===== src/rtl/axis_ascon_aead128_tag_gate_if.sv =====
`default_nettype none
// ============================================================================
//  Module   : axis_ascon_aead128_tag_gate_if
//  Purpose  : AXI-Stream bundle used by the Ascon tag gate for its plaintext
//             input, tag input, released plaintext output and status output.
//  Signals  : tvalid, tready, tlast, tdata[DW-1:0], tkeep[KW-1:0]
//  Modports : master (drives tvalid/tlast/tdata/tkeep, samples tready)
//             slave  (samples tvalid/tlast/tdata/tkeep, drives tready)
//  Revision : 1.0  initial release
// ============================================================================
interface axis_ascon_aead128_tag_gate_if #(
    parameter int DW = 128,
    parameter int KW = 16
);
    logic          tvalid;
    logic          tready;
    logic          tlast;
    logic [DW-1:0] tdata;
    logic [KW-1:0] tkeep;

    modport master (output tvalid, tlast, tdata, tkeep, input tready);
    modport slave  (input tvalid, tlast, tdata, tkeep, output tready);
endinterface
`default_nettype wire


===== src/rtl/axis_ascon_aead128_tag_gate.sv =====
`default_nettype none
// ============================================================================
//  Module   : axis_ascon_aead128_tag_gate
//  Purpose  : Buffers one decrypted Ascon-AEAD128 plaintext frame and releases
//             it only when the core's tag comparison result is all-zero.
//             One status word {overflow, auth_fail} is emitted per frame.
//  Ports    : clk, resetn (synchronous, active-low)
//             s        : plaintext in      (128b data, 16b keep, tlast)
//             s_tag    : tag result in     (128b, all-zero = pass)
//             m        : released plaintext out
//             m_status : status out (tdata[0]=auth_fail, tdata[1]=overflow),
//                        instantiate its interface with DW=2, KW=1
//  Params   : AW           log2 of buffer depth in beats
//             KEEP_SUPPORT 0 = tkeep not stored, m.tkeep driven all-ones
//  Option   : ASCON_TAG_GATE_ZEROIZE_EN - failed (non-overflow) frames are
//             drained with tdata forced to zero instead of being dropped.
//  Revision : 1.0  initial release
// ============================================================================
module axis_ascon_aead128_tag_gate #(
    parameter int AW           = 4,
    parameter bit KEEP_SUPPORT = 1'b1
) (
    input  wire logic                       clk,
    input  wire logic                       resetn,
    axis_ascon_aead128_tag_gate_if.slave    s,
    axis_ascon_aead128_tag_gate_if.slave    s_tag,
    axis_ascon_aead128_tag_gate_if.master   m,
    axis_ascon_aead128_tag_gate_if.master   m_status
);

    localparam int          DEPTH     = 1 << AW;
    localparam logic [AW:0] c_depth   = (AW+1)'(DEPTH);
    localparam logic [AW:0] c_ptr_one = (AW+1)'(1);

`ifdef ASCON_TAG_GATE_ZEROIZE_EN
    localparam bit c_zeroize = 1'b1;
`else
    localparam bit c_zeroize = 1'b0;
`endif

    typedef enum logic [2:0] {
        ST_FILL     = 3'd0,
        ST_DISCARD  = 3'd1,
        ST_WAIT_TAG = 3'd2,
        ST_DRAIN    = 3'd3,
        ST_DROP     = 3'd4,
        ST_STATUS   = 3'd5
    } state_t;

    state_t         r_state;
    state_t         w_state_nxt;

    logic [AW:0]    r_wr_ptr;
    logic [AW:0]    r_rd_ptr;
    logic           r_ovf;
    logic           r_fail;
    logic [1:0]     r_status;

    logic           r_m_tvalid;
    logic           r_m_tlast;
    logic [127:0]   r_m_tdata;
    logic [15:0]    r_m_tkeep;

    logic [127:0]   r_mem_data [DEPTH];
    logic [15:0]    w_rd_keep;
    logic           w_keep_unused;

    logic           w_s_tready;
    logic           w_tag_tready;
    logic           w_status_tvalid;
    logic           w_s_acc;
    logic           w_tag_acc;
    logic           w_m_acc;
    logic           w_st_acc;
    logic           w_fail;
    logic           w_full;
    logic           w_wr_en;
    logic           w_drain_go;
    logic           w_load;
    logic           w_last_rd;
    logic           w_zero;

    // ------------------------------------------------------------------
    // Handshake and datapath decode
    // ------------------------------------------------------------------
    assign w_s_acc   = s.tvalid && w_s_tready;
    assign w_tag_acc = s_tag.tvalid && w_tag_tready;
    assign w_m_acc   = r_m_tvalid && m.tready;
    assign w_st_acc  = w_status_tvalid && m_status.tready;
    assign w_fail    = |s_tag.tdata;
    assign w_full    = (r_wr_ptr - r_rd_ptr) == c_depth;

    // A beat arriving on a full buffer is swallowed and marks the frame as
    // overflowed; it is never written.
    assign w_wr_en   = w_s_acc && (r_state == ST_FILL) && !w_full;

    // Frames with overflow are always dropped; failed frames are drained only
    // in zeroize builds so downstream framing stays aligned.
    assign w_drain_go = !r_ovf && (!w_fail || c_zeroize);

    // The first beat is loaded on the tag handshake itself so m.tvalid rises
    // one cycle later; subsequent beats load on each output handshake, giving
    // a bubble-free 1 beat/clk drain.
    assign w_load    = (w_tag_acc && w_drain_go) ||
                       ((r_state == ST_DRAIN) && w_m_acc && !r_m_tlast);
    assign w_last_rd = (r_rd_ptr + c_ptr_one) == r_wr_ptr;
    assign w_zero    = (r_state == ST_WAIT_TAG) ? w_fail : r_fail;

    // ------------------------------------------------------------------
    // FSM: state register
    // ------------------------------------------------------------------
    always_ff @(posedge clk) begin
        if (!resetn) begin
            r_state <= ST_FILL;
        end else begin
            r_state <= w_state_nxt;
        end
    end

    // ------------------------------------------------------------------
    // FSM: next state and handshake outputs (depend on state only, so
    // there is no combinational path from m.tready to s.tready)
    // ------------------------------------------------------------------
    always_comb begin
        w_state_nxt     = r_state;
        w_s_tready      = 1'b0;
        w_tag_tready    = 1'b0;
        w_status_tvalid = 1'b0;
        case (r_state)
            ST_FILL: begin
                w_s_tready = 1'b1;
                if (s.tvalid && s.tlast) begin
                    w_state_nxt = ST_WAIT_TAG;
                end else if (s.tvalid && w_full) begin
                    w_state_nxt = ST_DISCARD;
                end
            end
            ST_DISCARD: begin
                w_s_tready = 1'b1;
                if (s.tvalid && s.tlast) begin
                    w_state_nxt = ST_WAIT_TAG;
                end
            end
            ST_WAIT_TAG: begin
                w_tag_tready = 1'b1;
                if (s_tag.tvalid) begin
                    w_state_nxt = w_drain_go ? ST_DRAIN : ST_DROP;
                end
            end
            ST_DRAIN: begin
                if (w_m_acc && r_m_tlast) begin
                    w_state_nxt = ST_STATUS;
                end
            end
            ST_DROP: begin
                w_state_nxt = ST_STATUS;
            end
            ST_STATUS: begin
                w_status_tvalid = 1'b1;
                if (m_status.tready) begin
                    w_state_nxt = ST_FILL;
                end
            end
            default: begin
                w_state_nxt = ST_FILL;
            end
        endcase
    end

    // ------------------------------------------------------------------
    // Pointers, flags, status and output register
    // ------------------------------------------------------------------
    always_ff @(posedge clk) begin
        if (!resetn) begin
            r_wr_ptr   <= '0;
            r_rd_ptr   <= '0;
            r_ovf      <= 1'b0;
            r_fail     <= 1'b0;
            r_status   <= 2'b00;
            r_m_tvalid <= 1'b0;
            r_m_tlast  <= 1'b0;
            r_m_tdata  <= '0;
            r_m_tkeep  <= '0;
        end else begin
            case (r_state)
                ST_FILL: begin
                    if (w_s_acc) begin
                        if (w_full) begin
                            r_ovf <= 1'b1;
                        end else begin
                            r_wr_ptr <= r_wr_ptr + c_ptr_one;
                        end
                    end
                end
                ST_WAIT_TAG: begin
                    if (w_tag_acc) begin
                        r_fail <= w_fail;
                    end
                end
                ST_DRAIN: begin
                    if (w_m_acc && r_m_tlast) begin
                        r_status <= {1'b0, r_fail};
                    end
                end
                ST_DROP: begin
                    r_wr_ptr <= '0;
                    r_rd_ptr <= '0;
                    r_status <= {r_ovf, r_fail};
                end
                ST_STATUS: begin
                    if (w_st_acc) begin
                        r_ovf    <= 1'b0;
                        r_fail   <= 1'b0;
                        r_wr_ptr <= '0;
                        r_rd_ptr <= '0;
                    end
                end
                default: begin
                end
            endcase

            if (w_load) begin
                r_m_tvalid <= 1'b1;
                r_m_tdata  <= w_zero ? '0 : r_mem_data[r_rd_ptr[AW-1:0]];
                r_m_tkeep  <= w_rd_keep;
                r_m_tlast  <= w_last_rd;
                r_rd_ptr   <= r_rd_ptr + c_ptr_one;
            end else if (w_m_acc) begin
                r_m_tvalid <= 1'b0;
            end
        end
    end

    // ------------------------------------------------------------------
    // Frame buffer
    // ------------------------------------------------------------------
    always_ff @(posedge clk) begin
        if (w_wr_en) begin
            r_mem_data[r_wr_ptr[AW-1:0]] <= s.tdata;
        end
    end

    generate
        if (KEEP_SUPPORT) begin : g_keep
            logic [15:0] r_mem_keep [DEPTH];
            always_ff @(posedge clk) begin
                if (w_wr_en) begin
                    r_mem_keep[r_wr_ptr[AW-1:0]] <= s.tkeep;
                end
            end
            assign w_rd_keep     = r_mem_keep[r_rd_ptr[AW-1:0]];
            assign w_keep_unused = 1'b0;
        end else begin : g_no_keep
            assign w_rd_keep     = '1;
            assign w_keep_unused = ^s.tkeep;
        end
    endgenerate

    // ------------------------------------------------------------------
    // Output drive
    // ------------------------------------------------------------------
    assign s.tready        = w_s_tready;
    assign s_tag.tready    = w_tag_tready;

    assign m.tvalid        = r_m_tvalid;
    assign m.tdata         = r_m_tdata;
    assign m.tkeep         = r_m_tkeep;
    assign m.tlast         = r_m_tlast;

    assign m_status.tvalid = w_status_tvalid;
    assign m_status.tdata  = r_status;
    assign m_status.tlast  = 1'b1;
    assign m_status.tkeep  = '1;

    // Tag stream carries a single word; its framing fields are not needed.
    wire w_unused = &{1'b0, s_tag.tlast, s_tag.tkeep, w_keep_unused};

endmodule
`default_nettype wire


===== src/flat_wrapper.sv =====
// flat-port wrapper written by rule: the top's interface ports become plain ports
module axis_ascon_aead128_tag_gate_flat 
#(
    parameter int AW           = 4,
    parameter bit KEEP_SUPPORT = 1'b1
)
  (clk, resetn, s_tvalid, s_tlast, s_tdata, s_tkeep, s_tready, s_tag_tvalid, s_tag_tlast, s_tag_tdata, s_tag_tkeep, s_tag_tready, m_tvalid, m_tlast, m_tdata, m_tkeep, m_tready, m_status_tvalid, m_status_tlast, m_status_tdata, m_status_tkeep, m_status_tready);
  axis_ascon_aead128_tag_gate_if #(.DW(128), .KW(16)) s_i ();
  axis_ascon_aead128_tag_gate_if #(.DW(128), .KW(16)) s_tag_i ();
  axis_ascon_aead128_tag_gate_if #(.DW(128), .KW(16)) m_i ();
  axis_ascon_aead128_tag_gate_if #(.DW(2), .KW(1)) m_status_i ();
  input  wire logic clk;
  input  wire logic resetn;
  input wire logic [$bits(s_i.tvalid)-1:0] s_tvalid;
  input wire logic [$bits(s_i.tlast)-1:0] s_tlast;
  input wire logic [$bits(s_i.tdata)-1:0] s_tdata;
  input wire logic [$bits(s_i.tkeep)-1:0] s_tkeep;
  output wire logic [$bits(s_i.tready)-1:0] s_tready;
  input wire logic [$bits(s_tag_i.tvalid)-1:0] s_tag_tvalid;
  input wire logic [$bits(s_tag_i.tlast)-1:0] s_tag_tlast;
  input wire logic [$bits(s_tag_i.tdata)-1:0] s_tag_tdata;
  input wire logic [$bits(s_tag_i.tkeep)-1:0] s_tag_tkeep;
  output wire logic [$bits(s_tag_i.tready)-1:0] s_tag_tready;
  output wire logic [$bits(m_i.tvalid)-1:0] m_tvalid;
  output wire logic [$bits(m_i.tlast)-1:0] m_tlast;
  output wire logic [$bits(m_i.tdata)-1:0] m_tdata;
  output wire logic [$bits(m_i.tkeep)-1:0] m_tkeep;
  input wire logic [$bits(m_i.tready)-1:0] m_tready;
  output wire logic [$bits(m_status_i.tvalid)-1:0] m_status_tvalid;
  output wire logic [$bits(m_status_i.tlast)-1:0] m_status_tlast;
  output wire logic [$bits(m_status_i.tdata)-1:0] m_status_tdata;
  output wire logic [$bits(m_status_i.tkeep)-1:0] m_status_tkeep;
  input wire logic [$bits(m_status_i.tready)-1:0] m_status_tready;
  assign s_i.tvalid = s_tvalid;
  assign s_i.tlast = s_tlast;
  assign s_i.tdata = s_tdata;
  assign s_i.tkeep = s_tkeep;
  assign s_tready = s_i.tready;
  assign s_tag_i.tvalid = s_tag_tvalid;
  assign s_tag_i.tlast = s_tag_tlast;
  assign s_tag_i.tdata = s_tag_tdata;
  assign s_tag_i.tkeep = s_tag_tkeep;
  assign s_tag_tready = s_tag_i.tready;
  assign m_tvalid = m_i.tvalid;
  assign m_tlast = m_i.tlast;
  assign m_tdata = m_i.tdata;
  assign m_tkeep = m_i.tkeep;
  assign m_i.tready = m_tready;
  assign m_status_tvalid = m_status_i.tvalid;
  assign m_status_tlast = m_status_i.tlast;
  assign m_status_tdata = m_status_i.tdata;
  assign m_status_tkeep = m_status_i.tkeep;
  assign m_status_i.tready = m_status_tready;
  axis_ascon_aead128_tag_gate #(.AW(AW), .KEEP_SUPPORT(KEEP_SUPPORT)) u_core (.clk(clk), .resetn(resetn), .s(s_i), .s_tag(s_tag_i), .m(m_i), .m_status(m_status_i));
endmodule

===== config.mk =====
export PLATFORM = sky130hd
export DESIGN_NAME = axis_ascon_aead128_tag_gate_flat
export DESIGN_NICKNAME = d
export VERILOG_FILES = /design/src/rtl/axis_ascon_aead128_tag_gate_if.sv /design/src/rtl/axis_ascon_aead128_tag_gate.sv /design/src/flat_wrapper.sv
export SDC_FILE = /design/constraint.sdc
export NUM_CORES = 2
export LEC_CHECK = 0
export CAP_MARGIN = 20
export CELL_PAD_IN_SITES_DETAIL_PLACEMENT = 1
export CELL_PAD_IN_SITES_GLOBAL_PLACEMENT = 1
export CORE_MARGIN = 2
export CORE_UTILIZATION = 28
export CTS_BUF_LIST = sky130_fd_sc_hd__clkbuf_8
export DETAILED_ROUTE_END_ITERATION = 10
export PLACE_DENSITY_LB_ADDON = 0.1
export SETUP_SLACK_MARGIN = 0.5
export SLEW_MARGIN = 5
export SYNTH_ARGS = -nofsm -noshare
export SYNTH_HDL_FRONTEND = slang
export SYNTH_SLANG_ARGS = --single-unit

===== constraint.sdc =====
create_clock -name clk -period 12.4 [get_ports clk]
set_input_delay 1.86 -clock clk [delete_from_list [all_inputs] [get_ports clk]]
set_output_delay 1.86 -clock clk [all_outputs]
set_load 0.005 [all_outputs]

==> summary.txt <==
Clock tree
  • Hold_buf cts: 0
  • Bufs on Longest Clock Path: 4
  • Cts repair resizes: 0
  • CTS tree: yes
  • CTS clk-pin slew, worst paths: 0.06 ns
  • CTS H-tree depth: 5
  • # clock sinks: 2,471
  • Clock root buffer master: clkbuf_8
  • Clock latency on the worst-skew pair: 1.08 ns
  • CTS Buf Count: 441
  • Post-CTS Setup Inserts: 0

Die
  • Site Rows: 211
  • Core area: 0.331 sq mm
  • Die Ht: 580 um
  • DIE AREA: 0.337 sq mm
  • Initial Util: 28.1%
  • Die X: 580 um
  • IO Count: 449

Hold path
  • HP Start: u_core.m.tdata[120]
  • Worst hold stages: 1
  • Hold WC Path Type: reg2reg
  • Hold Path End: u_core.m.tdata[120]

Timing
  • Slew headroom: 32.9%
  • F_max: 0.174 GHz
  • Final Slew Violations: 0
  • Hold WS: 0.459 ns
  • Fin Clk Skew: 0.0658 ns
  • Fin crit period: 5.75 ns
  • Final setup margin: 6.65 ns
  • # setup viols final: 0
  • Setup Total Neg Slack: 0 ns
  • Actual slew at the worst max-slew pin: 1.01 ns
  • Period utilisation layout: 46.4%
  • Final Hold Vio Count: 0
  • RSZ-0062 raised after global routing: false

Cells and area
  • Layout area overhead: 19.6%
  • Most frequent cells in the layout: 2,304 x edfxtp_1, 720 x mux4_2, 473 x clkbuf_8
  • Share of layout cells above drive strength 1: 28.2%
  • Commonest non-fill, non-tap cell in the layout: edfxtp_1
  • Filler cell count: 32,300
  • Non-Filler Instances: 9,417
  • Nets: 4,966

Synth
  • Top cell type by total area after synthesis: edfxtp_1
  • Ys flop type: edfxtp_1
  • Syn avg cell area: 23.8 sq um
  • Register area share after synthesis: 78.0%
  • Post-synthesis register bit count: 2,471
  • Async set or reset register ratio after synthesis: 0%
  • Synth warnings: 0
  • Synth Cell Area: 0.0930 sq mm
  • Gate Count Post-Synth: 3,910
  • Synth top area share: 74.4%
  • Number of flops mapped to enable cells by yosys: 2,304
  • Top post-synthesis cells by area: edfxtp_1 74%, mux4_2 17%, dfxtp_1 3.6%, o2bb2ai_1 0.91%, inv_1 0.55%
  • Number of distinct library cells after synthesis: 51

Drt
  • Drc violations: 0
  • Pre-antenna DRT Iters: 5
  • Vias: 43,800
  • Initial drt markers: 2,725
  • WL per Instance: 28.2 um
  • Vias/cell: 4.66
  • Final wirelength: 266,000 um
  • Antenna viol nets, final: 0

Critical path
  • Worst r2r src: u_core.r_rd_ptr[3]
  • Data arrival, critical path: 6.39 ns
  • Worst Path Max Fanout: 37
  • Reg-to-reg slack, setup: 6.65 ns
  • CP Launch Point: u_core.r_rd_ptr[3]
  • R2r endpoint: u_core.r_mem_data[11][4]
  • Worst Path Required: 13.04 ns
  • WS Path Type: reg2reg
  • Reg2Reg Depth: 9
  • Crit. End Element: register
  • Startpoint Class: register

Global route
  • Initial antenna violation count: 68
  • Pin count of the biggest net entering global routing: 93
  • Global route overflow: 0
  • Number of global-route vias before repair: 49,600
  • Global-route wire length before repair: 379,000 um
  • Gr usage total: 15.7%

Status
  • Status: complete, no violations

Job
  • # Max-Cap Violations: 0

Placed design
  • Input/output buffers: 429
  • Final HPWL DP: 132,000 um
  • Pre-CTS WS: 5.58 ns
  • Inst Count DP: 8,584
  • GPL Wtd Cong: 0.709

Pwr
  • VDD IR max: 75.9 uV
  • Power per cell area: 153 mW/mm^2
  • Leakage: 34.2 nW
==> report_power, final <==
part	internal, mW	switching [mW]	total [mW]	leakage, nW
sequential	9.26	0.0282	9.28	22.1
clock	3.69	3.46	7.14	4.93
combinational	0.211	0.346	0.557	7.11
==> area by class of cell <==
cell class	instances	area [sq um]	share of cell area [%]
clock buffers	473	6510	5.85
well taps	4366	5460	4.91
repair buffers	516	5210	4.68
clock inverters	344	1750	1.57
inverters	138	518	0.466
multi-input cells	1093	19200	17.2
diodes	16	40.0	0.0360
flip-flops and latches	2471	72600	65.2
==> cell families after synthesis <==
group                      after synthesis  synth area share (%)
AOI/OAI and AO/OA                      205                  1.90
DFF                                   2471                  78.0
xor gates and xnor gates                12                 0.113
muxes                                  721                  17.4
other                                    1               0.00403
buffers and inverters                  347                  1.56
and+or+nand+nor                        144                 0.869
adders and majority gates                9                 0.121
==> synth_stat cells (all sizes together), types with 9 or more instances <==
| library cell | instances |
|---|---|
| a21oi | 32 |
| buf | 105 |
| clkbuf | 104 |
| dfxtp | 167 |
| edfxtp | 2304 |
| ha | 9 |
| inv | 138 |
| mux4 | 720 |
| nand2 | 14 |
| nand3 | 23 |
| nand4 | 14 |
| nor2 | 27 |
| nor4 | 34 |
| o21ai | 20 |
| o2bb2ai | 127 |
==> how the worst max path moves through the flow <==
stage | slack, ns | cells past startpoint | endpoint
finish | 6.65 | 9 | u_core.r_mem_data[11][4]
global route | 6.20 | 9 | u_core.r_mem_data[11][4]
CTS | 6.47 | 9 | u_core.r_mem_data[11][4]
detailed placement | 5.58 | 7 | u_core.r_mem_data[11][4]
global placement | 5.58 | 7 | u_core.r_mem_data[11][6]
floorplan | 3.12 | 4 | u_core.g_keep.r_mem_keep[11][0]
==> registers in the layout, indices dropped and copies added, names as in the netlist, 2 cells and up, named ones only <==
name,flops
u_core.r_wr_ptr,5
u_core.r_rd_ptr,5
u_core.m_status.tdata,2
u_core.g_keep.r_mem_keep,256
u_core.m.tdata,128
u_core.r_mem_data,2048
u_core.m.tkeep,16
u_core.r_state,3
==> worst max-delay path: stages, from the launching register on <==
cell and delay, ns:
dfxtp_1 0.33, inv_2 0.62, ha_1 0.40, xor2_1 0.15, o22ai_1 0.12, a41oi_1 0.72, nand2_1 0.41, nor2_4 0.82
buf_4 0.83, buf_4 0.77
==> through the flow <==
step | util, % | total power, mW | cell area [sq um]
4_1_cts | 33.6 | 17.3 | 111000
6_report | 33.6 | 17.0 | 111000
2_1_floorplan | - | 9.69 | 93000
3_5_place_dp | 31.1 | 10.0 | 103000
5_1_grt | 33.6 | 17.7 | 111000
3_3_place_gp | 31.1 | 10.0 | 103000
==> per-layer routing <==
layer / wire, um / track usage, % / up-vias
met4: 5350 / 3.54 / 50
met5: 302 / 0 / -
met1: 111000 / 19.9 / 24000
li1: - / - / 18400
met3: 13100 / 3.45 / 457
met2: 136000 / 27.3 / 947
(Power assumes the default switching activity.)
